[config.mk]
export PLATFORM = sky130hd
export DESIGN_NAME = fnd_display_scheduler
export DESIGN_NICKNAME = d
export VERILOG_FILES = /design/src/rtl/fnd_display_scheduler.sv
export SDC_FILE = /design/constraint.sdc
export NUM_CORES = 1
export LEC_CHECK = 0
export CORE_UTILIZATION = 35
export DETAILED_ROUTE_END_ITERATION = 10
export DONT_BUFFER_PORTS = 1
export HOLD_SLACK_MARGIN = 0.05
export MAX_ROUTING_LAYER = met4
export PLACE_DENSITY = 0.51
export SYNTH_ARGS = -nofsm -noshare
export SYNTH_HDL_FRONTEND = slang
export SYNTH_SLANG_ARGS = --single-unit
[constraint.sdc]
create_clock -name clk -period 2.7 [get_ports clk]
set_clock_uncertainty 0.15 [all_clocks]
set_input_delay 0.81 -clock clk [delete_from_list [all_inputs] [get_ports clk]]
set_output_delay 0.81 -clock clk [all_outputs]
set_load 0.005 [all_outputs]
[src/rtl/fnd_display_scheduler.sv]
// Arbitrates the 4-digit FND between coffee animation, internal status messages and balance display.
// Optional MSG_BLINK_EN: blink the status message with a BLINK_MS half-period.
module fnd_display_scheduler #(
    parameter int CLK_HZ      = 100_000_000,
    parameter int MSG_HOLD_MS = 1000,
    parameter int BLINK_MS    = 250
) (
    input  logic       clk,
    input  logic       reset,
    input  logic       anim_req,
    input  logic [7:0] anim_seg,
    input  logic [3:0] anim_an,
    input  logic [7:0] bal_seg,
    input  logic [3:0] bal_an,
    input  logic       msg_req,
    input  logic [1:0] msg_code,
    output logic [7:0] seg,
    output logic [3:0] an,
    output logic [1:0] active_src,
    output logic       msg_busy
);
    localparam int TICK_DIV = (CLK_HZ / 1000 > 0) ? CLK_HZ / 1000 : 1;
    localparam int TICK_W   = (TICK_DIV > 1) ? $clog2(TICK_DIV) : 1;
    localparam int HOLD_W   = $clog2(MSG_HOLD_MS + 1);

    typedef enum logic [1:0] {S_BAL = 2'd0, S_MSG = 2'd1, S_ANIM = 2'd2} state_t;

    state_t            state, next_state;
    logic [TICK_W-1:0] tick_cnt;
    logic              tick;
    logic [1:0]        code_q;
    logic [HOLD_W-1:0] msg_left;
    logic [1:0]        scan_idx;
    logic              blink_off;

    function automatic logic [7:0] msg_glyph(input logic [1:0] code, input logic [1:0] idx);
        logic [7:0] g;
        g = 8'hFF;
        case (code)
            2'd0: case (idx)
                2'd0: g = 8'h86;
                2'd1: g = 8'hAF;
                2'd2: g = 8'hAF;
                default: g = 8'hBF;
            endcase
            2'd1: case (idx)
                2'd0: g = 8'hA1;
                2'd1: g = 8'hA3;
                2'd2: g = 8'hAB;
                default: g = 8'h86;
            endcase
            2'd2: g = 8'hBF;
            default: g = 8'hFF;
        endcase
        return g;
    endfunction

    function automatic logic [3:0] digit_an(input logic [1:0] idx);
        return ~(4'b1000 >> idx);
    endfunction

    assign tick = (tick_cnt == TICK_W'(TICK_DIV - 1));

    always_ff @(posedge clk or posedge reset) begin
        if (reset) tick_cnt <= '0;
        else if (tick) tick_cnt <= '0;
        else tick_cnt <= tick_cnt + 1'b1;
    end

    // Hold timer freezes during animation; a new request always restarts from the leftmost digit.
    always_ff @(posedge clk or posedge reset) begin
        if (reset) begin
            code_q   <= 2'd0;
            msg_left <= '0;
            msg_busy <= 1'b0;
            scan_idx <= 2'd0;
        end else if (msg_req) begin
            code_q   <= msg_code;
            msg_left <= HOLD_W'(MSG_HOLD_MS);
            msg_busy <= 1'b1;
            scan_idx <= 2'd0;
        end else begin
            if (msg_busy && tick && !anim_req) begin
                msg_left <= msg_left - 1'b1;
                if (msg_left == HOLD_W'(1)) msg_busy <= 1'b0;
            end
            if (state == S_MSG && tick) scan_idx <= scan_idx + 2'd1;
        end
    end

`ifdef MSG_BLINK_EN
    localparam int BLINK_W = (BLINK_MS > 1) ? $clog2(BLINK_MS) : 1;
    logic [BLINK_W-1:0] blink_cnt;

    always_ff @(posedge clk or posedge reset) begin
        if (reset) begin
            blink_cnt <= '0;
            blink_off <= 1'b0;
        end else if (msg_req) begin
            blink_cnt <= '0;
            blink_off <= 1'b0;
        end else if (state == S_MSG && tick && !anim_req) begin
            if (blink_cnt == BLINK_W'(BLINK_MS - 1)) begin
                blink_cnt <= '0;
                blink_off <= ~blink_off;
            end else begin
                blink_cnt <= blink_cnt + 1'b1;
            end
        end
    end
`else
    assign blink_off = 1'b0;
`endif

    always_comb begin
        next_state = state;
        case (state)
            S_BAL:  if (anim_req) next_state = S_ANIM;
                    else if (msg_busy) next_state = S_MSG;
            S_MSG:  if (anim_req) next_state = S_ANIM;
                    else if (!msg_busy) next_state = S_BAL;
            S_ANIM: if (!anim_req) next_state = msg_busy ? S_MSG : S_BAL;
            default: next_state = S_BAL;
        endcase
    end

    // Any source switch costs one blank cycle so the old digit never ghosts onto the new source.
    always_ff @(posedge clk or posedge reset) begin
        if (reset) begin
            state      <= S_BAL;
            active_src <= 2'd0;
            seg        <= 8'hFF;
            an         <= 4'b1111;
        end else begin
            state      <= next_state;
            active_src <= next_state;
            if (next_state != state) begin
                seg <= 8'hFF;
                an  <= 4'b1111;
            end else begin
                case (state)
                    S_ANIM: begin
                        seg <= anim_seg;
                        an  <= anim_an;
                    end
                    S_MSG: begin
                        seg <= blink_off ? 8'hFF : msg_glyph(code_q, scan_idx);
                        an  <= blink_off ? 4'b1111 : digit_an(scan_idx);
                    end
                    default: begin
                        seg <= bal_seg;
                        an  <= bal_an;
                    end
                endcase
            end
        end
    end
endmodule

==> run metrics, run 1 <==
Sw Share=approximately a third; Root Buffer=clkbuf_8; core area=0.00691 mm2; #FFs+latches synth=between 40 and 50; Starting Density=36.8%; NumNets Final=about 310; Skew-Pair Late Insertion Delay=0.29 ns; most numerous cell in the Yosys netlist=dfrtp_1; number of setup violations in the final report=0; Post-synth ARST share=100%; Final min period=between 2 and 2.5 ns; run status=completed; Net Sw Power=0.693 mW; Clk pwr share=25.8%; synth cell count leaders=dfrtp_1, nand2_1, nand3_1, o21ai_0, nor2_1; Post-CTS Setup Bufs=0; number of synthesized flops with an enable pin=0; Cell Pwr Density=741 mW/mm2; Via Count=just under 2k; RSZ-0062 raised after global routing=no; first-pass GRT wire length=~9000 um; row count=30; dpl hpwl=between 3000 and 4000 um; H-tree levels=2; die width=slightly below 90 um; Longest Clk Path Bufs=2; LEAKAGE=approximately 1.1 nW; initial detailed-routing violation count=just under 80; Worst slew margin=about three fifths; YS warnings=0; Post-synth top flop=dfrtp_1; internal power=about 1.4 mW; final hold viol count=0; peak supply drop=about 0.35 mV; WL/cell=14.7 um; Die H=between 80 and 90 um; vias in the first global route=roughly 1.8k; TritonRoute pass-1 iters=4; GPL Wtd Cong=between 0.7 and 0.8; FF/Latch Area=about 0.0012 mm2; Synth area leaders=dfrtp_1, dfstp_2, ha_1; I/O pin count=45; area of the multi-input gates=0.00129 mm2; largest net degree at the start of global routing=26; Worst EP required=roughly 2.8 ns; post-layout util=roughly two fifths; initial antenna violation count=0; register area share after synthesis=a little under half; Mapped Nets=303; worst-margin pin slew=0.629 ns; Via density=approximately 5.4; critical path type=in2reg; synth-to-layout area growth=9.84%; grt ovf=0; Slew Viols, Final=0; # port buffers=0; CP Capture Type=flip-flop; Total Neg Setup Slack=0 ns; CTS tree=yes; Arrival @ worst endpoint=2.33 ns; mapped cell area=0.00254 mm2; largest fanout on the critical path=9; # fillers=between 700 and 800; Yosys top cell area share=approximately a third; post-CTS sizing=0; CP startpoint kind=input port; clk slew on worst S/H paths=0.09 ns; largest area contributor in the netlist=dfrtp_1; Post-Synthesis Cells=261; sequential share of power=a little over two fifths; CTS buffer count=5; MaxCap Viol Count=0; Clock Sinks=46; DIE AREA=0.00761 mm2; layout cells sized above 1=14.0%; Unique masters post-synth=52; Comb power frac=32.2%; mean post-synth cell area=approximately 9.7 um2; DRC violations left=0; post-cts hold buffer count=0; Hold Path Class=in2async; total track usage=between 10% and 20%; Routed Antenna Nets=0; total wire length=approximately 5300 um; n_diodes=0; fin crit share=between 80 and 90%; Peak Freq=about 450 MHz
==> cells by family after synthesis <==
logic type,share of synthesized area [%]
compound gates,14.2
xor+xnor,4.13
buf+inv,3.74
flops,45.9
simple gates,23.2
mux,2.90
fa+ha+maj,5.91
==> power by group through the flow <==
| stage | sequential (mW) | clock [mW] | combinational, mW |
|---|---|---|---|
| floorplan | 0.869 | 0 | 0.525 |
| global placement | 0.882 | 0 | 0.663 |
| detailed placement | 0.884 | 0 | 0.671 |
| CTS | 0.870 | 0.554 | 0.673 |
| global route | 0.884 | 0.589 | 0.758 |
| finish | 0.869 | 0.535 | 0.666 |
==> metrics by stage <==
stage / area, um2 / power, mW / setup slack (ns) / hold WS (ns) / cells
final: 2790 / 2.07 / 0.453 / 0.282 / 361
after global routing: 2790 / 2.23 / 0.336 / 0.309 / 361
after CTS: 2790 / 2.10 / 0.456 / 0.302 / 361
after detailed placement: 2680 / 1.56 / 0.145 / 0.353 / 353
after global placement: 2680 / 1.54 / 0.150 / 0.326 / 353
after floorplan: 2540 / 1.39 / 0.0621 / 0.305 / 261
==> state kept, by name (all words and copies together) (netlist names) <==
signal / flops
tick_cnt: 17
msg_left: 10
seg: 8
an: 4
code_q: 2
scan_idx: 2
state: 2
msg_busy: 1
==> critical path, stage by stage <==
cell	delay, ns
or4b_4	0.54
or4_4	0.49
or4_1	0.40
nand3_1	0.09
==> cell type report <==
| class | count | share of cell area, % |
|---|---|---|
| clock buffer | 7 | 3.09 |
| clock inverter | 1 | 1.08 |
| inverter | 11 | 1.48 |
| multi-input combinational | 192 | 46.1 |
| sequential | 46 | 41.8 |
| tap | 96 | 4.30 |
| timing repair buffer | 8 | 2.15 |
==> layout by cell type (no fill, tap or decap), drive strengths merged, types with 2 or more instances in the layout <==
| cell type | instances |
|---|---|
| a211o | 2 |
| a211oi | 3 |
| a21oi | 10 |
| and4 | 3 |
| buf | 8 |
| clkbuf | 7 |
| dfrtp | 34 |
| dfstp | 12 |
| ha | 12 |
| inv | 11 |
| mux2 | 3 |
| mux2i | 4 |
| nand2 | 22 |
| nand3 | 18 |
| nand4 | 6 |
| nand4b | 2 |
| nor2 | 14 |
| nor2b | 6 |
| nor3 | 5 |
| nor4 | 7 |
| o211ai | 7 |
| o21a | 2 |
| o21ai | 17 |
| o22ai | 2 |
| o31ai | 3 |
| or3 | 7 |
| or4 | 5 |
| xnor2 | 9 |
| xor2 | 3 |
==> path summary, 6_finish.rpt <==
kind / startpoint / endpoint / slack, ns / cells after the start
max: anim_req / msg_left[9] / 0.45 / 4
min: reset / tick_cnt[14] / 0.28 / 1
max reg2reg: msg_busy / msg_left[9] / 0.48 / 4
min reg2reg: tick_cnt[12] / tick_cnt[12] / 0.36 / 1
max in group asynchronous: reset / an[0] / 1.48 / 2
min in group clk: tick_cnt[12] / tick_cnt[12] / 0.36 / 1
==> metal layers <==
layer | track usage, % | vias up | wire (um)
li1 | - | 969 | -
met5 | - | - | 0
met1 | 19.8 | 944 | 2580
met2 | 23.8 | 44 | 2330
met3 | 4.45 | 4 | 341
met4 | 5.81 | 0 | 65
Power figures use the tool's default switching activity.
==> run 2: changes to the inputs <==
==> constraint.sdc (replaced) <==
create_clock -name clk -period 2.3 [get_ports clk]
set_clock_uncertainty 0.15 [all_clocks]
set_input_delay 0.69 -clock clk [delete_from_list [all_inputs] [get_ports clk]]
set_output_delay 0.69 -clock clk [all_outputs]
set_load 0.005 [all_outputs]
==> run 2 against run 1 <==
Against the previous run: combinational power is 32% higher; die area stayed put; count of clock-buffer cells in the layout stayed put; routed wire length is 0.66% higher; power is 18% higher; critical path type is now reg2reg; largest cell class unchanged.
==> run metrics, run 2 (synthesis results as in run 1) <==
R2R setup slack=about 0.17 ns; core area=roughly 0.0069 mm2; Worst EP required=2.38 ns; layout cells sized above 1=between 15 and 20%; H-tree levels=2; Via density=5.29; PnR worst setup slack=about 0.17 ns; die width=between 80 and 90 um; biggest cell delay along the critical path=0.49 ns; DIE AREA=approximately 0.0076 mm2; DRC violations left=0; initial detailed-routing violation count=66; final non-filler cell total=roughly 370; first-pass GRT wire length=just over 9000 um; CTS tree=yes; TritonRoute pass-1 iters=4; largest net degree at the start of global routing=25; worst-margin pin slew=0.691 ns; total track usage=between 10% and 20%; LEAKAGE=approximately 1.1 nW; GPL Wtd Cong=between 0.7 and 0.8; CP Cell Sequence=ha_2 > and4_1 > nand4b_1 > buf_12 > or4_1 > a21oi_1; number of setup violations in the final report=0; Routed Antenna Nets=0; peak supply drop=about 0.36 mV; NumNets Final=312; total wire length=between 5000 and 6000 um; Arrival @ worst endpoint=roughly 2.2 ns; CP startpoint kind=flip-flop; post-cts hold buffer count=0; final hold viol count=0; Post-Place Cells=~360; overall power=between 2 and 2.5 mW; Sw Share=34.9%; I/O pin count=between 40 and 50; Clock Sinks=46; grt ovf=0; post-layout util=41.5%; dpl hpwl=just under 4000 um; # port buffers=0; vias in the first global route=roughly 1.9k; clk slew on worst S/H paths=0.09 ns; WL/cell=around 15 um; max reg flops=17; fin crit share=92.7%; n_diodes=0; critical path type=reg2reg; Worst slew margin=a little over half; internal power=about 1.6 mW; top flop regs=tick_cnt: 17 flops, msg_left: 10 flops, seg: 8 flops; Clk pwr share=a little under a quarter; initial antenna violation count=0; largest fanout on the critical path=18; Cell Pwr Density=approximately 850 mW/mm2; Net Sw Power=0.852 mW; Worst path slowest cell=or4_1; Placement Setup Slack=-0.0154 ns; synth-to-layout area growth=12.7%; Root Buffer=clkbuf_8; Via Count=approximately 2k; Hold Path Class=in2async; Comb power frac=36.1%; CP Capture Type=flip-flop; Skew-Pair Late Insertion Delay=~0.3 ns; Reg with most FFs=tick_cnt; CTS buffer count=5; Peak Freq=~470 MHz; sequential share of power=between 40% and 50%; most common cell after layout, fill and taps aside=dfrtp_1; Final min period=2.13 ns; row count=30; Die H=~87 um; run status=completed; RSZ-0062 raised after global routing=no; Slew Viols, Final=0; Longest Clk Path Bufs=2; MaxCap Viol Count=0; Starting Density=between 30 and 40%; most frequent cells in the layout=dfrtp_1, nand2_1, nand3_1
[run 2: cell count changes in the layout (fill, tap and decap cells not counted), sizes merged]
cell,before,now
buf,8,14
bufinv,1,0
clkinv,0,1
[run 2: per-stage QoR]
step / TNS, ns / hold WS (ns) / area (um2)
after floorplan: -0.117 / 0.305 / 2540
after global placement: -0.00786 / 0.326 / 2750
after detailed placement: -0.0154 / 0.326 / 2750
after CTS: 0 / 0.164 / 2850
after global routing: 0 / 0.179 / 2870
final: 0 / 0.154 / 2870
[run 2: final cells by class]
cell class,instances,area [um2]
Sequential cell,46,1170
Multi-Input combinational cell,192,1300
Clock inverter,1,8.76
Inverter,11,41.3
Tap cell,96,120
Timing Repair Buffer,14,130
Clock buffer,7,96.3
Fill cell,709,4040
[run 2: final timing paths]
check / startpoint / end / cells after the start
min in group clk: msg_req / scan_idx[0] / 1
hold reg to reg: tick_cnt[0] / tick_cnt[0] / 1
setup reg to reg: tick_cnt[0] / msg_left[4] / 6
hold / removal: reset / tick_cnt[7] / 1
max in group asynchronous: reset / tick_cnt[15] / 2
setup / recovery: tick_cnt[0] / msg_left[4] / 6
[run 2: timing repair]
action                                  CTS  global route
endpoints found under the setup margin    0            13
setup buffers                             0             0
hold endpoints to repair                  0             0
gates resized for setup                   0             2
[run 2: layer usage]
metal	track usage, %	vias to the layer above	share of wire, %
met1	21.1	908	51
met2	24.1	55	42
met3	3.98	6	6.4
met5	-	-	0
met4	4.02	0	1.0
li1	-	974	-
[run 2: power by group through the flow]
| stage | sequential, mW | clock [mW] | combinational, mW |
|---|---|---|---|
| 6_report | 1.00 | 0.559 | 0.881 |
| 5_1_grt | 1.02 | 0.620 | 1.02 |
| 4_1_cts | 1.01 | 0.580 | 0.861 |
| 3_5_place_dp | 1.02 | 0 | 0.856 |
| 3_3_place_gp | 1.02 | 0 | 0.855 |
| 2_1_floorplan | 1.02 | 0 | 0.616 |
[run 2: worst max-delay path: cells and delay by family, from the launching register on]
family | cells | cell delay (ns)
AO/OA/AOI/OAI | 1 | 0.15
adder cells (fa/ha/maj) | 1 | 0.22
buffers and inverters | 1 | 0.20
flip-flops | 1 | 0.39
AND/OR/NAND/NOR | 3 | 0.93
